$ cat config.mk
export PLATFORM = sky130hd
export DESIGN_NAME = dmem_arbiter
export DESIGN_NICKNAME = d
export VERILOG_FILES = /design/src/rtl/riscv_32im_pkg.sv /design/src/rtl/dmem_arb_pick.sv /design/src/rtl/dmem_arbiter.sv
export SDC_FILE = /design/constraint.sdc
export NUM_CORES = 1
export LEC_CHECK = 0
export ABC_AREA = 1
export CAP_MARGIN = 30
export CORE_AREA = 2 2 123 125
export DETAILED_ROUTE_END_ITERATION = 16
export DIE_AREA = 0 0 125 127
export HOLD_SLACK_MARGIN = 0.06
export PLACE_DENSITY = 0.63
export SETUP_SLACK_MARGIN = 0.05
export SLEW_MARGIN = 20
export SYNTH_ARGS = -nofsm -noshare
export SYNTH_HDL_FRONTEND = slang
export SYNTH_SLANG_ARGS = --single-unit
$ cat constraint.sdc
create_clock -name clk_i -period 2.4 [get_ports clk_i]
set_clock_uncertainty 0.15 [all_clocks]
set_input_delay 0.36 -clock clk_i [delete_from_list [all_inputs] [get_ports clk_i]]
set_output_delay 0.36 -clock clk_i [all_outputs]
set_load 0.01 [all_outputs]
$ cat src/rtl/riscv_32im_pkg.sv
// rtl/riscv_32im_pkg.sv - shared types and constants for the DMEM arbiter
package riscv_32im_pkg;

  // Arbiter FSM: grant in IDLE, DMEM read data lands in ACCESS, response held in RESP
  typedef enum logic [1:0] {
    IDLE   = 2'd0,
    ACCESS = 2'd1,
    RESP   = 2'd2
  } dmem_arb_state_t;

  // Requester indices: port 0 is the LSU, port 1 is DMA/debug
  localparam logic ARB_M_LSU = 1'b0;
  localparam logic ARB_M_DMA = 1'b1;

endpackage

$ cat src/rtl/dmem_arb_pick.sv
// rtl/dmem_arb_pick.sv - combinational grant selection (DMEM_ARB_RR_EN selects round-robin)
module dmem_arb_pick
  import riscv_32im_pkg::*;
(
  input  logic [1:0] i_valid,
  input  logic       i_rr_last,
  input  logic       i_starve_hit,
  output logic [1:0] o_grant
);

  // Only the mode-specific tie-break input is consumed; the other is parked here
  logic w_unused;

`ifdef DMEM_ARB_RR_EN
  assign w_unused = i_starve_hit;
`else
  assign w_unused = i_rr_last;
`endif

  // One-hot grant: a lone requester always wins, ties go to the mode's tie-break
  always_comb begin
    o_grant = 2'b00;
    case (i_valid)
      2'b01:   o_grant = 2'b01;
      2'b10:   o_grant = 2'b10;
      2'b11: begin
`ifdef DMEM_ARB_RR_EN
        o_grant = (i_rr_last == ARB_M_DMA) ? 2'b01 : 2'b10;
`else
        o_grant = i_starve_hit ? 2'b10 : 2'b01;
`endif
      end
      default: o_grant = 2'b00;
    endcase
  end

endmodule

$ cat src/rtl/dmem_arbiter.sv
// rtl/dmem_arbiter.sv - two-port arbiter for the single-port DMEM (DMEM_ARB_RR_EN selects round-robin)
module dmem_arbiter
  import riscv_32im_pkg::*;
#(
  parameter int ADDR_W     = 32,
  parameter int DATA_W     = 32,
  parameter int STARVE_LIM = 8
) (
  input  logic                clk_i,
  input  logic                rst_i,
  input  logic                m0_valid_i,
  output logic                m0_ready_o,
  input  logic [ADDR_W-1:0]   m0_addr_i,
  input  logic [DATA_W-1:0]   m0_wdata_i,
  input  logic [DATA_W/8-1:0] m0_be_i,
  input  logic                m0_we_i,
  output logic                m0_rvalid_o,
  input  logic                m0_rready_i,
  output logic [DATA_W-1:0]   m0_rdata_o,
  input  logic                m1_valid_i,
  output logic                m1_ready_o,
  input  logic [ADDR_W-1:0]   m1_addr_i,
  input  logic [DATA_W-1:0]   m1_wdata_i,
  input  logic [DATA_W/8-1:0] m1_be_i,
  input  logic                m1_we_i,
  output logic                m1_rvalid_o,
  input  logic                m1_rready_i,
  output logic [DATA_W-1:0]   m1_rdata_o,
  output logic                dmem_req_o,
  output logic [ADDR_W-1:0]   dmem_addr_o,
  output logic [DATA_W-1:0]   dmem_wdata_o,
  output logic [DATA_W/8-1:0] dmem_be_o,
  output logic                dmem_we_o,
  input  logic [DATA_W-1:0]   dmem_rdata_i
);

  localparam int BE_W  = DATA_W / 8;
  localparam int CNT_W = $clog2(STARVE_LIM + 1);

  dmem_arb_state_t    r_state;
  logic               r_owner;
  logic               r_we;
  logic               r_rr_last;
  logic [CNT_W-1:0]   r_starve_cnt;
  logic [DATA_W-1:0]  r_rdata_q;

  logic               w_idle;
  logic               w_resp;
  logic [1:0]         w_valid;
  logic [1:0]         w_grant;
  logic               w_gnt_any;
  logic               w_gnt_sel;
  logic               w_starve_hit;
  logic [ADDR_W-1:0]  w_addr;
  logic [DATA_W-1:0]  w_wdata;
  logic [BE_W-1:0]    w_be;
  logic               w_we;
  logic               w_owner_rready;

  // Reset gates every output so no strobe or handshake leaks out in a reset cycle
  assign w_idle       = (r_state == IDLE) && !rst_i;
  assign w_resp       = (r_state == RESP) && !rst_i;
  assign w_valid      = {m1_valid_i, m0_valid_i} & {2{w_idle}};
  assign w_starve_hit = (r_starve_cnt == CNT_W'(STARVE_LIM));

  dmem_arb_pick u_pick (
    .i_valid      (w_valid),
    .i_rr_last    (r_rr_last),
    .i_starve_hit (w_starve_hit),
    .o_grant      (w_grant)
  );

  assign w_gnt_any = |w_grant;
  assign w_gnt_sel = w_grant[1];

  assign w_addr  = w_gnt_sel ? m1_addr_i  : m0_addr_i;
  assign w_wdata = w_gnt_sel ? m1_wdata_i : m0_wdata_i;
  assign w_be    = w_gnt_sel ? m1_be_i    : m0_be_i;
  assign w_we    = w_gnt_sel ? m1_we_i    : m0_we_i;

  assign m0_ready_o = w_grant[0];
  assign m1_ready_o = w_grant[1];

  // DMEM is driven straight from the granted requester in the grant cycle; low bits forced aligned
  assign dmem_req_o   = w_gnt_any;
  assign dmem_we_o    = w_gnt_any && w_we;
  assign dmem_addr_o  = w_gnt_any ? {w_addr[ADDR_W-1:2], 2'b00} : '0;
  assign dmem_wdata_o = w_gnt_any ? w_wdata : '0;
  assign dmem_be_o    = (w_gnt_any && w_we) ? w_be : '0;

  assign m0_rvalid_o = w_resp && (r_owner == ARB_M_LSU);
  assign m1_rvalid_o = w_resp && (r_owner == ARB_M_DMA);
  assign m0_rdata_o  = m0_rvalid_o ? r_rdata_q : '0;
  assign m1_rdata_o  = m1_rvalid_o ? r_rdata_q : '0;

  assign w_owner_rready = (r_owner == ARB_M_DMA) ? m1_rready_i : m0_rready_i;

  // Transaction FSM: accept in IDLE, capture read data in ACCESS, hold response until taken
  always_ff @(posedge clk_i) begin
    if (rst_i) begin
      r_state   <= IDLE;
      r_owner   <= ARB_M_LSU;
      r_we      <= 1'b0;
      r_rr_last <= ARB_M_DMA;
      r_rdata_q <= '0;
    end else begin
      case (r_state)
        IDLE: begin
          if (w_gnt_any) begin
            r_owner   <= w_gnt_sel;
            r_we      <= w_we;
            r_rr_last <= w_gnt_sel;
            r_state   <= ACCESS;
          end
        end
        ACCESS: begin
          r_rdata_q <= r_we ? '0 : dmem_rdata_i;
          r_state   <= RESP;
        end
        RESP: begin
          if (w_owner_rready) begin
            r_state <= IDLE;
          end
        end
        default: r_state <= IDLE;
      endcase
    end
  end

  // Port 1 wait counter: saturates at the limit, cleared whenever port 1 is granted
  always_ff @(posedge clk_i) begin
    if (rst_i) begin
      r_starve_cnt <= '0;
    end else if (w_grant[1]) begin
      r_starve_cnt <= '0;
    end else if (m1_valid_i && !w_starve_hit) begin
      r_starve_cnt <= r_starve_cnt + 1'b1;
    end
  end

endmodule

; ---- Word level (Yosys, flattened, before mapping)
; Cells that the tools add are included.
[totals]
register_bits = 40
input_bits = 176
out_inout_bits = 138
elab_cells = 45
[classes]
addsub = 1
eq_ne = 8
muxes = 16
n_bitwise = 2
reduce_logical = 13
[ops]
columns = op, count
row1 = 32-bit 2-to-1 mux, 7
row2 = 2-bit one-hot mux with 3 select lines, 2
row3 = 4-bit 2-to-1 mux, 2
row4 = "2-bit equality test, second input constant", 3
row5 = 1-bit logical AND, 6
row6 = 2-bit 2-to-1 mux, 3
row7 = "4-bit by 1-bit adder with 4-bit output, second input constant", 1
row8 = "2-bit by 1-bit equality test with 1-bit output, second input constant", 2
row9 = "4-bit equality test, second input constant", 1
row10 = "2-bit inequality test, second input constant", 2
row11 = 2-bit AND reduction, 2
row12 = 2-bit OR reduction, 2
row13 = 2-bit bitwise AND, 1
row14 = 1-bit zero test, 2
row15 = 2-bit zero test, 1
row16 = 1-bit 2-to-1 mux, 2
row17 = 1-bit NOT, 1

; ---- Logic depth before layout (Yosys ltp)
[depth]
word_depth = 8
mapped_depth = 10
ltp_nobuf = 8

; ---- Hierarchy
; Synthesis repeated with hierarchy kept, for this count alone.
[hier_totals]
cells_unflattened = 579
area_unflattened_um2 = 3249.4
[modules_own_cells]
columns = module, instances, cells_per_inst, area_each_um2, seq_area_each_um2
row1 = dmem_arbiter, 1, 574, 3229.3, 820.8
row2 = dmem_arb_pick, 1, 5, 20.0, 0.0

; ---- Least setup slack after synthesis
; OpenSTA, ideal clock, no wires.
[synth_timing]
kind = flip-flop to output port
from = reg r_starve_cnt[0]
to = out dmem_be_o[0]
arrival_time_ns = 1.474
setup_slack_ns = 0.416
stages_incl_launch_ff = 10
path_cell_list = dfxtp_1 > inv_1 > ha_1 > nand3_2 > nand2_1 > nand2_2 > buf_4 > buf_4 > nand2_1 > a21oi_1
[synth_via]
elab_chain_cells = 6
[synth_rtl]
columns = item, line
row1 = from (decl), dmem_arbiter.sv:44  ; logic [CNT_W-1:0] r_starve_cnt;
row2 = from (signal assigned), dmem_arbiter.sv:137  ; r_starve_cnt <= r_starve_cnt + 1'b1;
row3 = 4-bit equality test (*), dmem_arbiter.sv:64  ; assign w_starve_hit = (r_starve_cnt == CNT_W'(STARVE_LIM));
row4 = 2-bit 2-to-1 mux (*), dmem_arb_pick.sv:30  ; o_grant = i_starve_hit ? 2'b10 : 2'b01;
row5 = 2-bit one-hot mux with 3 select lines (*), dmem_arb_pick.sv:23  ; case (i_valid)
row6 = 2-bit OR reduction or 1-bit 2-to-1 mux (tied branches), "dmem_arbiter.sv:73, dmem_arbiter.sv:79"
row7 = 1-bit logical AND, dmem_arbiter.sv:89  ; assign dmem_be_o = (w_gnt_any && w_we) ? w_be : '0;
row8 = 4-bit 2-to-1 mux (*), dmem_arbiter.sv:89
row9 = to (decl), dmem_arbiter.sv:32  ; output logic [DATA_W/8-1:0] dmem_be_o,
; Mark *: on every way between the ends. The rest lies on a longest branch, timed or not.

; ---- Worst setup path in the final report
[layout_timing]
from = reg r_starve_cnt[1]
to = out dmem_wdata_o[9]
[layout_via]
elab_chain_cells = 5
[layout_rtl]
columns = item, line
row1 = 4-bit equality test (*), dmem_arbiter.sv:64
row2 = 2-bit 2-to-1 mux (*), dmem_arb_pick.sv:30
row3 = 2-bit one-hot mux with 3 select lines (*), dmem_arb_pick.sv:23
row4 = 32-bit 2-to-1 mux or 2-bit OR reduction (tied branches), "dmem_arbiter.sv:77, dmem_arbiter.sv:73"
row5 = 32-bit 2-to-1 mux (*), dmem_arbiter.sv:88  ; assign dmem_wdata_o = w_gnt_any ? w_wdata : '0;
row6 = to (decl), dmem_arbiter.sv:31  ; output logic [DATA_W-1:0] dmem_wdata_o,
; Marks and branches as above.

==> metrics.json <==
{
  "outcome": {
    "outcome": "finished, violations left",
    "violations_in_the_final_reports": "setup timing"
  },
  "place": {
    "hpwlAfterDp_mm": 11.8,
    "io_buffer_count": 307,
    "dp.cells": 994,
    "place.gp.congestion": 0.936
  },
  "critical_path": {
    "critPathLaunchType": "flip-flop",
    "worst-path-max-fanout": 6,
    "crit_path_top_delay_cell": "dfxtp_2",
    "cpLargestDelayFamily": "buffers and inverters",
    "timing.critical_path.to_type": "output pin",
    "cpPeakStageDelay_ps": 330,
    "path_class": "reg2out",
    "critical_path_arrival_ps": 1910,
    "path_buf_inv": 7,
    "crit_path_cell_trace": "inv_2 -> ha_4 -> nand3_4 -> nand2_4 -> nand2_4 -> buf_6 -> clkinv_8 -> buf_12 -> buf_16 -> buf_12 -> nor2_4 -> nor2_1 -> buf_2",
    "cp.required_ps": 1890
  },
  "logic_synthesis": {
    "yosysUniqueCellTypes": 23,
    "synthArstFlopShare": 0,
    "synth_seq_cells": 40,
    "ys_seq_area_frac": 0.275,
    "synth.cells.most_frequent": "nor2_1, o21ai_0, inv_1, dfxtp_1, nand2_1",
    "synthTopCellsByArea": "dfxtp_1, nor2_1, o21ai_0, inv_1, a211oi_1",
    "yosysWarningCount": 0,
    "synth_enable_flop_cells": 0,
    "synth_largest_area_cell": "dfxtp_1",
    "yosysMostFrequentCell": "nor2_1",
    "avgSynthCellArea_sq_um": 5.69,
    "synth-main-ff-cell": "dfxtp_1",
    "synth_area_sq_um": 2910,
    "syn_inst": 512,
    "yosys.area.top_type_share": 0.275
  },
  "die": {
    "floorplan.initialDensity": 0.202,
    "total_i_o_pin_count": 314,
    "design.core.area_sq_um": 14400,
    "fp.dieH_microns": 127,
    "fp-row-count": 44,
    "dieWidth_microns": 125,
    "floorplan.die_area_sq_um": 15900
  },
  "pwr": {
    "power-per-cell-area_nw_per_um2": 390,
    "power.leakage_nw": 3.32,
    "max-vdd-ir-drop_mv": 0.273
  },
  "run": {
    "timing.max_cap.violations": 0
  },
  "sta": {
    "setup_viol_count_final": 4,
    "time_the_final_worst_path_needs_with_i_o_delays_and_setup_ps": 2420,
    "max_freq_ghz": 0.413,
    "timing.final.max_slew_violations": 0,
    "timing_hold_violations_final": 0,
    "grt_setup_unrepaired": "yes",
    "hold_slack_ps": 312,
    "period_share": 1.01,
    "setup_ws_ps": -19.8
  },
  "finish": {
    "final_util": 0.505,
    "drive_gt1_frac": 0.302,
    "area_growth_syn_to_layout_pct": 150,
    "nets": 1045,
    "finalNonFillerCells": 1054
  },
  "route": {
    "drt_wl_total_mm": 16.9,
    "tritonroute_pass_1_iters": 4,
    "vias": 4659,
    "drt_iter0_markers": 173,
    "drcViolationCount": 0,
    "routedWlPerCell_microns": 16.0,
    "ant_nets": 0,
    "viasPerCell": 4.42
  },
  "grt": {
    "grt_pass1_vias": 4575,
    "grt_pass1_wl_mm": 24.5,
    "maximum_number_of_pins_on_one_net_before_global_route_repair": 52,
    "grt_remaining_overflow": 0,
    "global_route.usage.total": 0.192,
    "grt_antenna_before_repair": 2
  },
  "clocking": {
    "cts_max_level": 2,
    "clock-sinks": 40,
    "clk_path_buf_depth": 2,
    "clock_latency_ps": 280,
    "clock_buffer_count_from_cts": 5,
    "cts_hold_repair.buffers": 0,
    "cts_tree": "built",
    "root_buffer": "clkbuf_16",
    "worst_setup_hold_path_clk_slew_ps": 50
  },
  "worst_hold_path": {
    "hold_class": "reg2reg"
  }
}
worst reg2reg max path, cell delays in order, from the launching register on:
cell and delay (ps):
dfxtp_2 330, inv_2 50, buf_4 120, buf_4 120, buf_4 120, buf_4 120
buf_4 120, buf_4 120, buf_4 120, buf_4 120, buf_4 120, buf_6 100
nor3_2 160, nand3_1 100, xor2_1 150, nor2_1 60
state kept, by name (all words and copies together) (netlist names):
signal        cells
r_starve_cnt      4
r_we              1
r_state           2
r_owner           1
r_rdata_q        32
cell type report:
| type | instances | area (sq um) |
|---|---|---|
| tap | 184 | 230 |
| fill | 1425 | 7130 |
| multi-input combinational | 384 | 2200 |
| clock buffer | 6 | 129 |
| sequential | 40 | 805 |
| clock inverter | 2 | 35.0 |
| antenna | 2 | 5.00 |
| inverter | 47 | 189 |
| timing repair buffer | 389 | 3690 |
logic make-up (layout without fill, tap and decap cells):
group / after synthesis / after routing / share of synthesized area
AO/OA/AOI/OAI: 123 / 123 / 0.229
XOR/XNOR: 1 / 1 / 0.00301
adder cells (fa/ha/maj): 2 / 2 / 0.00859
buffers and inverters: 89 / 444 / 0.135
flip-flops: 40 / 40 / 0.275
other: 1 / 4 / 0.00129
AND/OR/NAND/NOR: 256 / 256 / 0.348
placed cells by master (no fill, tap or decap), types with 22 or more instances in the layout:
cell and n:
o21ai_2 32, buf_2 62, dlygate4sd2_1 67, nand2_1 32
a21oi_1 24, nor2_2 24, clkdlybuf4s50_1 170, inv_1 43
buf_4 47, dfxtp_1 37, o21ai_1 22, nor2_1 151
timing repair:
| item | CTS | global route |
|---|---|---|
| gates cloned | 5 | 7 |
| setup buffers | 34 | 9 |
| setup endpoints to repair | 136 | 71 |
| gates resized for setup | 418 | 142 |
| pin swaps | 10 | 30 |
path summary, 6_finish.rpt:
| path | start | to | slack, ps | depth (start not counted) |
|---|---|---|---|---|
| hold reg to reg | r_starve_cnt[2]$_SDFFE_PP0P_ | r_starve_cnt[2]$_SDFFE_PP0P_ | 310 | 2 |
| hold / removal | r_starve_cnt[2]$_SDFFE_PP0P_ | r_starve_cnt[2]$_SDFFE_PP0P_ | 310 | 2 |
| setup reg to reg | r_starve_cnt[1]$_SDFFE_PP0P_ | r_starve_cnt[3]$_SDFFE_PP0P_ | 130 | 15 |
| setup / recovery | r_starve_cnt[1]$_SDFFE_PP0P_ | dmem_wdata_o[9] | -20 | 13 |
metrics by stage:
stage	setup slack (ps)	setup TNS (ps)	instance area, sq um	power, W
after floorplan	416	0	2920	0.00123
after global placement	-550	-42960	6330	0.00190
after detailed placement	-556	-47660	6330	0.00190
after CTS	-50.2	-138	6740	0.00272
after global routing	-114	-1660	7290	0.00301
final	-19.8	-54.0	7290	0.00284
power breakdown:
group          internal [W]  leakage [nW]  switching (W)
clock              0.000489        0.0809       0.000261
combinational      0.000698          2.91       0.000630
sequential         0.000738         0.329      0.0000266
total               0.00192          3.32       0.000917
metal layers:
layer,vias to the layer above,track usage,part of all wire
met3,27,0.0440,0.068
met4,0,0.0608,0.028
met2,205,0.366,0.53
met5,-,0,0
li1,2339,-,-
met1,2088,0.211,0.38
No activity file was read; power rests on OpenSTA's default activity.
